--- src/rtl/sat_counter.sv ---
// Saturating up-counter with synchronous clear; clear applies before increment.
// Ports: clk, rst (async active-low), clr, inc, cnt[W-1:0].
module sat_counter #(
   parameter int W = 16
) (
   input  logic         clk,
   input  logic         rst,
   input  logic         clr,
   input  logic         inc,
   output logic [W-1:0] cnt
);

   logic [W-1:0] base;

   always_comb begin
      base = clr ? '0 : cnt;
   end

   always_ff @(posedge clk or negedge rst) begin
      if (!rst) begin
         cnt <= '0;
      end else if (inc && (base != '1)) begin
         cnt <= base + W'(1);
      end else begin
         cnt <= base;
      end
   end

endmodule

--- config.mk ---
export PLATFORM = sky130hd
export DESIGN_NAME = sat_counter
export DESIGN_NICKNAME = d
export VERILOG_FILES = /design/src/rtl/sat_counter.sv
export SDC_FILE = /design/constraint.sdc
export NUM_CORES = 1
export LEC_CHECK = 0
export ABC_AREA = 0
export CORE_MARGIN = 2
export CORE_UTILIZATION = 50
export CTS_CLUSTER_DIAMETER = 150
export DETAILED_ROUTE_END_ITERATION = 8
export DONT_BUFFER_PORTS = 1
export PLACE_DENSITY = 0.63
export SLEW_MARGIN = 0
export SYNTH_ARGS = -nofsm -noshare
export SYNTH_HDL_FRONTEND = slang
export SYNTH_SLANG_ARGS = --single-unit
--- constraint.sdc ---
create_clock -name clk -period 1.8 [get_ports clk]
set_input_delay 0.36 -clock clk [delete_from_list [all_inputs] [get_ports clk]]
set_output_delay 0.36 -clock clk [all_outputs]
set_load 0.01 [all_outputs]
Word-level counts from Yosys, hierarchy flattened:

Index checks and enable logic that the tools add are counted.

* output and inout port bits: 16
* register bits after elaboration: 16
* word-level logic and storage cells: 6

* equality and inequality tests: 1
* reduce and logical (&&, ||, !) cells: 1
* $add $sub $neg: 1
* mux-type cells: 2

Operators by type and width (number)
* $mux W16: 2
* $add A16 B1 Y16 const B: 1
* $ne A16 B16 Y1 const B: 1
* $logic_and A1 B1 Y1: 1

Longest topological paths before layout:

* depth after elaboration: 4
* depth in mapped cells: 5
* mapped depth without buffers: 4

Least setup slack after synthesis:

No wires, ideal clock.

* path type: input to register
* start point: input port clr
* end point: register cnt[13]
* data required time: 1681 ps
* library setup time: 119 ps
* stages: 5
* setup slack: 380 ps
* data arrival time: 1301 ps
* cell sequence: buf_6 > nand4b_4 > nor4_4 > a31oi_1 > o21a_1

* longest elaborated chain between the ends: 4

Ends and longest elaborated chain
* start, declared: line 8 `input logic clr,`
* $mux W16 *: line 16 `base = clr ? '0 : cnt;`
* branches (longest 2 deep; another with $add A16 B1 Y16)
* $mux W16 *: line 22 `end else if (inc && (base != '1)) begin`
* end signal, assigned: line 23 `cnt <= base + W'(1);`
* end signal, assigned: line 25 `cnt <= base;`
* end, declared: line 10 `output logic [W-1:0] cnt`

Every way passes the cells marked *.

Worst setup path in the final report:

* start point: register cnt[0]
* end point: register cnt[13]

* longest elaborated chain between the ends: 4

Ends and longest elaborated chain (line)
* $mux W16 *: 16
* branches (longest 2 deep; another with $add A16 B1 Y16)
* $mux W16 *: 22

Marked as above.

==> results.json <==
{
  "synth_edf_count": 0,
  "yosys_warnings": 0,
  "yosys_register_bits": 16,
  "drive_gt1_share_pct": 23.3,
  "final-setup-viol-count": 0,
  "clk_pin_slew_worst_paths_ns": 0.09,
  "area_delta_synth_final_pct": 7.72,
  "arrival_ns": 1.83,
  "grt_antenna_before_repair": 0,
  "fin_util_pct": 57.6,
  "hp-class": "in2reg",
  "fin_crit_ns": 1.60,
  "grt_pass1_wl_mm": 2.97,
  "synth_flop_cell": "dfrtp_1",
  "synthArstFlopShare_pct": 100,
  "largest_registers": "cnt x16",
  "tightest_slew_ns": 0.719,
  "cts_tree": "yes",
  "cts.sinks": 16,
  "cp-start-kind": "flip-flop",
  "drc": 0,
  "finClkSkew_ns": 0.00276,
  "p_leak_nw": 0.517,
  "holdWs_ns": 0.127,
  "postSynthCellCount": 85,
  "synth.distinct_cells": 37,
  "min_period_over_period_pct": 88.8,
  "r2r_cells": 4,
  "grt-ovfl-total": 0,
  "diodes": 0,
  "ys_seq_area_share_pct": 43.4,
  "clock_latency_ns": 0.28,
  "htreeDepth": 1,
  "clockRootBuffer": "clkbuf_4",
  "ant_nets": 0,
  "cp_slowest_stage_delay_ns": 0.50,
  "path_max_fanout": 7,
  "wl_per_cell_um": 15.1,
  "wl_mm": 1.74,
  "yosysMostFrequentCell": "dfrtp_1",
  "fin_nets": 96,
  "yosys-top-cells-area": "dfrtp_1 43%, nor4_4 4.6%, nand2_1 3.7%",
  "cp_cell_sequence": "nand4_1, nor4_1, and4_1, o21a_1",
  "regMostFlops": "cnt",
  "placementRows": 15,
  "tns_ns": 0,
  "critPathTopFamily": "simple AND/OR/NAND/NOR gates",
  "yosysTopAreaCell": "dfrtp_1",
  "min_path_cells": 1,
  "rsz0062_at_grt": "false",
  "reg2reg_slack_ns": 0.20,
  "drv_slew": 0,
  "dp_hpwl_mm": 1.28,
  "drt_iter0_markers": 7,
  "rr_endpoint": "cnt[13]",
  "synth_top_area_share_pct": 43.4,
  "crit_type": "reg2reg",
  "largest_register_ffs": 16,
  "worst-path-buf-inv": 0,
  "end_kind": "flip-flop",
  "status": "finished clean",
  "via_per_inst": 5.90,
  "io_buffers": 0,
  "ios": 20,
  "peakVddDrop_uv": 322,
  "worstHoldStart": "clr",
  "numCtsBuffers": 3,
  "fmax_mhz": 625,
  "cpMaxStageDelayCell": "dfrtp_1",
  "slew_headroom_pct": 51.9,
  "syn_area_um2": 923,
  "clk_path_buf_depth": 2,
  "vias": 678,
  "seq_area_um2": 400,
  "grt_pass1_vias": 646,
  "multi_input_area_um2": 489,
  "synth_common_cells": "16 x dfrtp_1, 9 x nand2_1, 6 x a21oi_1, 5 x inv_1, 4 x a31oi_1",
  "track_usage_pct": 19.5,
  "r2r-start": "cnt[0]",
  "synth_fp_nets": 89,
  "drt_first_pass_iters": 5,
  "die_h_um": 47.0,
  "max-cap-violations": 0,
  "worstPathRequired_ns": 2.03,
  "design.core.area_mm2": 0.00173,
  "syn_avg_cell_area_um2": 10.9,
  "dieArea_mm2": 0.00221,
  "gp_congestion": 0.718,
  "hold_end": "cnt[2]",
  "initial_core_util_pct": 53.5,
  "die_w_um": 47.0,
  "power.density_mw_per_mm2": 593,
  "final_hold_viol_count": 0,
  "grt_max_degree": 17,
  "fillers": 160
}
per-stage QoR:
stage | instances | total power, mW | cell area [µm²] | worst slack (ns)
floorplan | 85 | 0.398 | 923 | 0.380
global placement | 111 | 0.397 | 962 | 0.236
detailed placement | 111 | 0.398 | 962 | 0.205
CTS | 115 | 0.597 | 995 | 0.177
global route | 115 | 0.614 | 995 | 0.107
finish | 115 | 0.590 | 995 | 0.201
placed cells by master, fill, tap and decap left out, types with 2 or more instances in the layout:
cell type  count
buf_4          3
a31oi_1        4
nor2_1         3
mux2i_1        3
dfrtp_1       16
nor4_4         2
a21oi_1        6
o21ai_0        3
nand2_1        9
xnor2_1        2
a211oi_1       2
inv_1          5
and4_1         2
nor3_1         2
nand3_1        3
clkbuf_4       3
area by class of cell:
class                           instances  share of cell area (%)
Tap cell                               25                    3.14
Inverter                                5                    1.89
Multi-Input combinational cell         62                    49.2
Timing Repair Buffer                    4                    3.27
Clock buffer                            3                    2.26
Sequential cell                        16                    40.3
power breakdown:
part | internal [mW] | total, mW | switching (mW)
sequential | 0.364 | 0.374 | 0.00997
clock | 0.0777 | 0.192 | 0.114
combinational | 0.0101 | 0.0247 | 0.0146
total | 0.452 | 0.590 | 0.139
worst max path at each step:
| stage | from | end | slack, ns | cells after the start |
|---|---|---|---|---|
| floorplan | clr | cnt[13] | 0.38 | 5 |
| global placement | cnt[0] | cnt[14] | 0.24 | 4 |
| detailed placement | cnt[0] | cnt[13] | 0.20 | 4 |
| CTS | cnt[0] | cnt[13] | 0.18 | 4 |
| global route | cnt[6] | cnt[1] | 0.11 | 4 |
| finish | cnt[0] | cnt[13] | 0.20 | 4 |
cell families after synthesis:
group	Yosys count	share of synthesized area (%)
and+or+nand+nor	39	36.2
AOI/OAI and AO/OA	18	11.7
DFF	16	43.4
buffers and inverters	7	3.66
muxes	3	3.25
xor gates and xnor gates	2	1.90
metal layers:
layer	part of all wire (%)	up-vias	GRT usage [%]
met4	1.6	0	8.33
met2	46	14	29.0
met3	4.1	4	5.77
li1	-	331	-
met1	49	329	26.3
met5	0	-	0
timing repair:
action                    in CTS  in global routing
buffers inserted               0                  0
hold endpoints to repair      16                  0
resized for setup              0                  0
hold buffers                   1                  0
(Power assumes the default switching activity.)
